$ cat src/rtl/y86_mem_scheduler.sv
// Shares the y86 core memory bus with a block-transfer engine; the core always wins,
// the engine moves one word per otherwise idle bus cycle.
module y86_mem_scheduler #(
  parameter int unsigned ADDR_STEP = 4,
  parameter int unsigned LEN_W     = 8
) (
  input  logic             clk,
  input  logic             rst_n,
  input  logic [31:0]      cpu_addr,
  input  logic [31:0]      cpu_wdata,
  input  logic             cpu_re,
  input  logic             cpu_we,
  output logic [31:0]      cpu_rdata,
  input  logic             cmd_valid,
  output logic             cmd_ready,
  input  logic             cmd_write,
  input  logic [31:0]      cmd_addr,
  input  logic [LEN_W-1:0] cmd_len,
  input  logic [31:0]      wr_data,
  input  logic             wr_valid,
  output logic             wr_ready,
  output logic [31:0]      rd_data,
  output logic             rd_valid,
  input  logic             rd_ready,
  output logic             done,
  output logic             busy,
  output logic [31:0]      mem_addr,
  output logic [31:0]      mem_wdata,
  output logic             mem_re,
  output logic             mem_we,
  input  logic [31:0]      mem_rdata
);

  typedef enum logic [1:0] {IDLE, RUN, DONE} state_t;

  state_t           state;
  logic [31:0]      addr;
  logic [LEN_W-1:0] remaining;
  logic             dir;
  logic             cpu_busy;
  logic             grant;

  assign cpu_busy = cpu_re | cpu_we;
  // A read grant needs a free output slot, either empty or being drained this cycle.
  assign grant    = (state == RUN) & ~cpu_busy &
                    (dir ? wr_valid : (~rd_valid | rd_ready));

  always_comb begin
    mem_addr  = '0;
    mem_wdata = '0;
    mem_re    = 1'b0;
    mem_we    = 1'b0;
    if (cpu_busy) begin
      mem_addr  = cpu_addr;
      mem_wdata = cpu_wdata;
      mem_re    = cpu_re;
      mem_we    = cpu_we;
    end else if (grant) begin
      mem_addr  = addr;
      mem_wdata = wr_data;
      mem_re    = ~dir;
      mem_we    = dir;
    end
  end

  assign cpu_rdata = mem_rdata;
  assign wr_ready  = grant & dir;
  assign cmd_ready = (state == IDLE);
  assign busy      = (state == RUN) || (state == DONE);
  assign done      = (state == DONE);

  always_ff @(posedge clk or negedge rst_n) begin
    if (!rst_n) begin
      state     <= IDLE;
      addr      <= '0;
      remaining <= '0;
      dir       <= 1'b0;
      rd_data   <= '0;
      rd_valid  <= 1'b0;
    end else begin
      case (state)
        IDLE: begin
          if (cmd_valid) begin
            addr      <= cmd_addr;
            remaining <= cmd_len;
            dir       <= cmd_write;
            state     <= (cmd_len == '0) ? DONE : RUN;
          end
        end
        RUN: begin
          if (grant) begin
            addr      <= addr + 32'(ADDR_STEP);
            remaining <= remaining - LEN_W'(1);
            if (remaining == LEN_W'(1)) state <= DONE;
          end
        end
        DONE:    state <= IDLE;
        default: state <= IDLE;
      endcase

      // A reload in the same cycle as a consume keeps the slot full with the new word.
      if (grant && !dir) begin
        rd_data  <= mem_rdata;
        rd_valid <= 1'b1;
      end else if (rd_valid && rd_ready) begin
        rd_valid <= 1'b0;
      end
    end
  end

endmodule
$ cat config.mk
export PLATFORM = sky130hd
export DESIGN_NAME = y86_mem_scheduler
export DESIGN_NICKNAME = d
export VERILOG_FILES = /design/src/rtl/y86_mem_scheduler.sv
export SDC_FILE = /design/constraint.sdc
export NUM_CORES = 1
export LEC_CHECK = 0
export CAP_MARGIN = 10
export CORE_AREA = 2 2 119 121
export CTS_CLUSTER_SIZE = 25
export DETAILED_ROUTE_END_ITERATION = 6
export DIE_AREA = 0 0 121 123
export GPL_ROUTABILITY_DRIVEN = 1
export GPL_TIMING_DRIVEN = 0
export PLACE_DENSITY_LB_ADDON = 0.05
export SLEW_MARGIN = 25
export SYNTH_ARGS = -nofsm -noshare
export SYNTH_HDL_FRONTEND = slang
export SYNTH_SLANG_ARGS = --single-unit
$ cat constraint.sdc
create_clock -name clk -period 4.9 [get_ports clk]
set_clock_uncertainty 0.05 [all_clocks]
set_input_delay 0.98 -clock clk [delete_from_list [all_inputs] [get_ports clk]]
set_output_delay 0.98 -clock clk [all_outputs]
set_load 0.005 [all_outputs]
==> flow_metrics.env, run 1 <==
export IMPL_grt_pass1_vias=5757
export IMPL_async_reset_ff_share_pct=100
export IMPL_ys_flop_type="dfrtp_1"
export IMPL_max_vdd_ir_drop_v=0.000195
export IMPL_cellPowerDensity_nw_per_um2=449
export IMPL_crit_buf_inv=6
export IMPL_fillers=1142
export IMPL_drt_iter0_markers=346
export IMPL_dpl_cell_count=1018
export IMPL_diodes=0
export IMPL_synth_xor_area_share_pct=0
export IMPL_timing_final_ws_setup_ns=0.182
export IMPL_period_share_pct=96.3
export IMPL_port_buffers=310
export IMPL_holdCritPathClass="register to register"
export IMPL_outcome="finished, final reports clean"
export IMPL_hp_start="rd_data[5]"
export IMPL_h_tree_depth=3
export IMPL_critPathTopFamily="buffers and inverters"
export IMPL_reg2reg_from="state[1]"
export IMPL_worst_path_max_delay_cell="clkdlybuf4s50_1"
export IMPL_gp_congestion=0.895
export IMPL_setup_viol=0
export IMPL_pin_count=311
export IMPL_grt_max_degree=40
export IMPL_yosys_area_share_simple_pct=15.8
export IMPL_synthAdderAreaFrac_pct=1.49
export IMPL_critPathMaxStageDelay_ns=0.53
export IMPL_synth_area_mux_share_pct=8.58
export IMPL_ys_ff_latch=76
export IMPL_layout_drive_gt1_share_pct=13.1
export IMPL_num_vias=5759
export IMPL_max_freq_ghz=0.212
export IMPL_maxCapViolCount=0
export IMPL_worst_slew_pin_slew_ns=0.796
export IMPL_die_h_um=123
export IMPL_route_detailed_drc=0
export IMPL_cts_setup_buffers=0
export IMPL_yosysSeqAreaShare_pct=37.8
export IMPL_clkSinkCount=76
export IMPL_stdcell_count=1034
export IMPL_holdPathStages=1
export IMPL_multiInputGateArea_um2=2660
export IMPL_vias_per_cell=5.57
export IMPL_avgSynthCellArea_um2=9.54
export IMPL_grt_ovfl_total=0
export IMPL_post_drt_wl_per_cell_um=19.9
export IMPL_root_buffer="clkbuf_16"
export IMPL_nets=1031
export IMPL_cts_hold_buffers=0
export IMPL_slew_headroom_pct=46.5
export IMPL_syn_nets=709
export IMPL_endpoint_kind="output port"
export IMPL_synth_top_family_by_area="compound AO/OA/AOI/OAI gates"
export IMPL_area_growth_pct=72.1
export IMPL_floorplan_initialDensity_pct=36.9
export IMPL_yosysWarnings=0
export IMPL_crit_fanout=10
export IMPL_synth_cell_types=57
export IMPL_cts_made_buffers=9
export IMPL_start_kind="input pin"
export IMPL_worstPathArrival_ns=3.69
export IMPL_synth_compound_area_share_pct=26.9
export IMPL_antenna_found_initial=0
export IMPL_die_w_um=121
export IMPL_min_period_ns=4.72
export IMPL_r2r_setup_slack_ns=2.12
export IMPL_rsz0062_at_grt="no"
export IMPL_power_w=0.00388
export IMPL_cts_tree="built"
export IMPL_r2r_end="addr[21]"
export IMPL_ant_nets=0
export IMPL_clk_latency_ns=0.34
export IMPL_hold_path_end="rd_data[5]"
export IMPL_seqCellArea_um2=1900
export IMPL_leakage_nw=3.46
export IMPL_clockBufferDepth=2
export IMPL_pre_cts_slack_ns=0.201
export IMPL_dr_pass1_iters=5
export IMPL_clkTransAtPathRegs_ns=0.06
export IMPL_critical_path_class="input pin to output port"
export IMPL_cts_resized=0
export IMPL_cp_cell_sequence="clkdlybuf4s50_1, or2_1, buf_2, or3_4, buf_6, nor2_1, buf_2, buf_4, a22o_1, clkdlybuf4s50_1"
export IMPL_routed_wl_um=20600
export IMPL_r2r_cells=9
export IMPL_netlist_area_um2=5030
export IMPL_rows=43
export IMPL_syn_inst=527
export IMPL_grt_pass1_wl_um=31300
export IMPL_grt_total_usage_pct=26.9
export IMPL_core_area_um2=13600
export IMPL_die_area_um2=14900
export IMPL_final_hold_violation_count=0
export IMPL_fin_setup_tns_ns=0
export IMPL_synth_edf_count=0
export IMPL_required_ns=3.87
export IMPL_drv_slew=0
export IMPL_hpwlAfterDp_um=16100
## through the flow
step                      cell area, um2  hold WS, ns  utilization, %
after global placement              8360        0.439            61.4
after global routing                8650        0.467            63.6
after detailed placement            8370        0.445            61.5
after CTS                           8650        0.459            63.6
final                               8650        0.455            63.6
after floorplan                     5030        0.417               -
## final cells by class
class	count	area share, %
Buffer	72	4.96
Clock buffer	11	2.80
Timing Repair Buffer	311	36.1
Clock inverter	5	0.434
Multi-Input combinational cell	368	30.7
Sequential cell	76	22.0
Inverter	11	0.477
Tap cell	180	2.60
## cells by family (layout without fill, tap and decap cells)
kind of cell / count (synthesis) / count (layout)
compound gates: 183 / 183
fa+ha+maj: 6 / 6
buf+inv: 83 / 410
flops: 76 / 76
mux: 39 / 39
simple gates: 140 / 140
## power by group
| part | internal [W] | switching (W) | total, W |
|---|---|---|---|
| registers | 0.000938 | 0.000327 | 0.00126 |
| clock network | 0.000358 | 0.000273 | 0.000631 |
| logic | 0.00105 | 0.000935 | 0.00199 |
| total | 0.00235 | 0.00154 | 0.00388 |
## worst max-delay path by stage
stage | startpoint | endpoint | slack [ns] | cells after the start
6_report | cpu_we | mem_wdata[24] | 0.18 | 10
3_5_place_dp | cpu_re | mem_wdata[24] | 0.20 | 10
2_1_floorplan | cpu_we | mem_addr[0] | 1.46 | 8
4_1_cts | cpu_re | mem_wdata[24] | 0.18 | 10
5_1_grt | cpu_we | mem_wdata[25] | 0.05 | 10
3_3_place_gp | rst_n | addr[27] | 0.04 | 1
## cells in the final DEF, fill, tap and decap left out, drive strengths merged, types with 9 or more instances in the layout
cell type      Yosys  layout
o22ai             18      18
dfrtp             76      76
clkbuf            21      32
o22a               9       9
o21ai             18      18
inv               11      11
nor2              17      17
nand2             36      36
nand3             19      19
mux2              33      33
a22o              66      66
clkdlybuf4s50      0     309
a21oi             34      34
nor4              10      10
nor3              18      18
buf               51      53
## cells in the mapped netlist, drive strengths merged (5+ instances only)
cell type	n	share of area, %
o22a	9	1.6
a2bb2oi	8	1.4
mux2	33	7.4
buf	51	7.0
inv	11	0.82
o22ai	18	2.2
o21ai	18	1.8
a211oi	5	0.75
dfrtp	76	38
or2	5	0.62
nand3	19	1.9
nand2	36	2.7
nand4	6	0.75
a21oi	34	3.5
nor3	18	2.2
clkbuf	21	1.6
mux2i	6	1.2
nor2	17	1.3
nor4	10	2.0
and4	8	1.4
ha	6	1.5
and3	7	0.87
a22o	66	11
## routing by layer
metal  part of all wire [%]  GRT usage, %  vias to the layer above
met5                      0             0                        -
met4                    2.3          9.45                        0
met3                    9.7          7.06                       44
met1                     38          31.1                     2749
li1                       -             -                     2634
met2                     50          48.0                      332
## registers in the layout, indices dropped and copies added, names as in the netlist
name,cells
addr,32
dir,1
rd_data,32
rd_valid,1
remaining,8
state,2
No activity file was read; power rests on OpenSTA's default activity.
==> inputs of run 2 (changes only) <==
--- a/config.mk
+++ b/config.mk
@@ -5,6 +5,7 @@
 export SDC_FILE = /design/constraint.sdc
 export NUM_CORES = 1
 export LEC_CHECK = 0
+export ABC_CLOCK_PERIOD_IN_PS = 4900
 export CAP_MARGIN = 10
 export CORE_AREA = 2 2 119 121
 export CTS_CLUSTER_SIZE = 25
==> results of run 2 <==
Same layout as run 1: the final DEF is identical, and so are final timing and power.
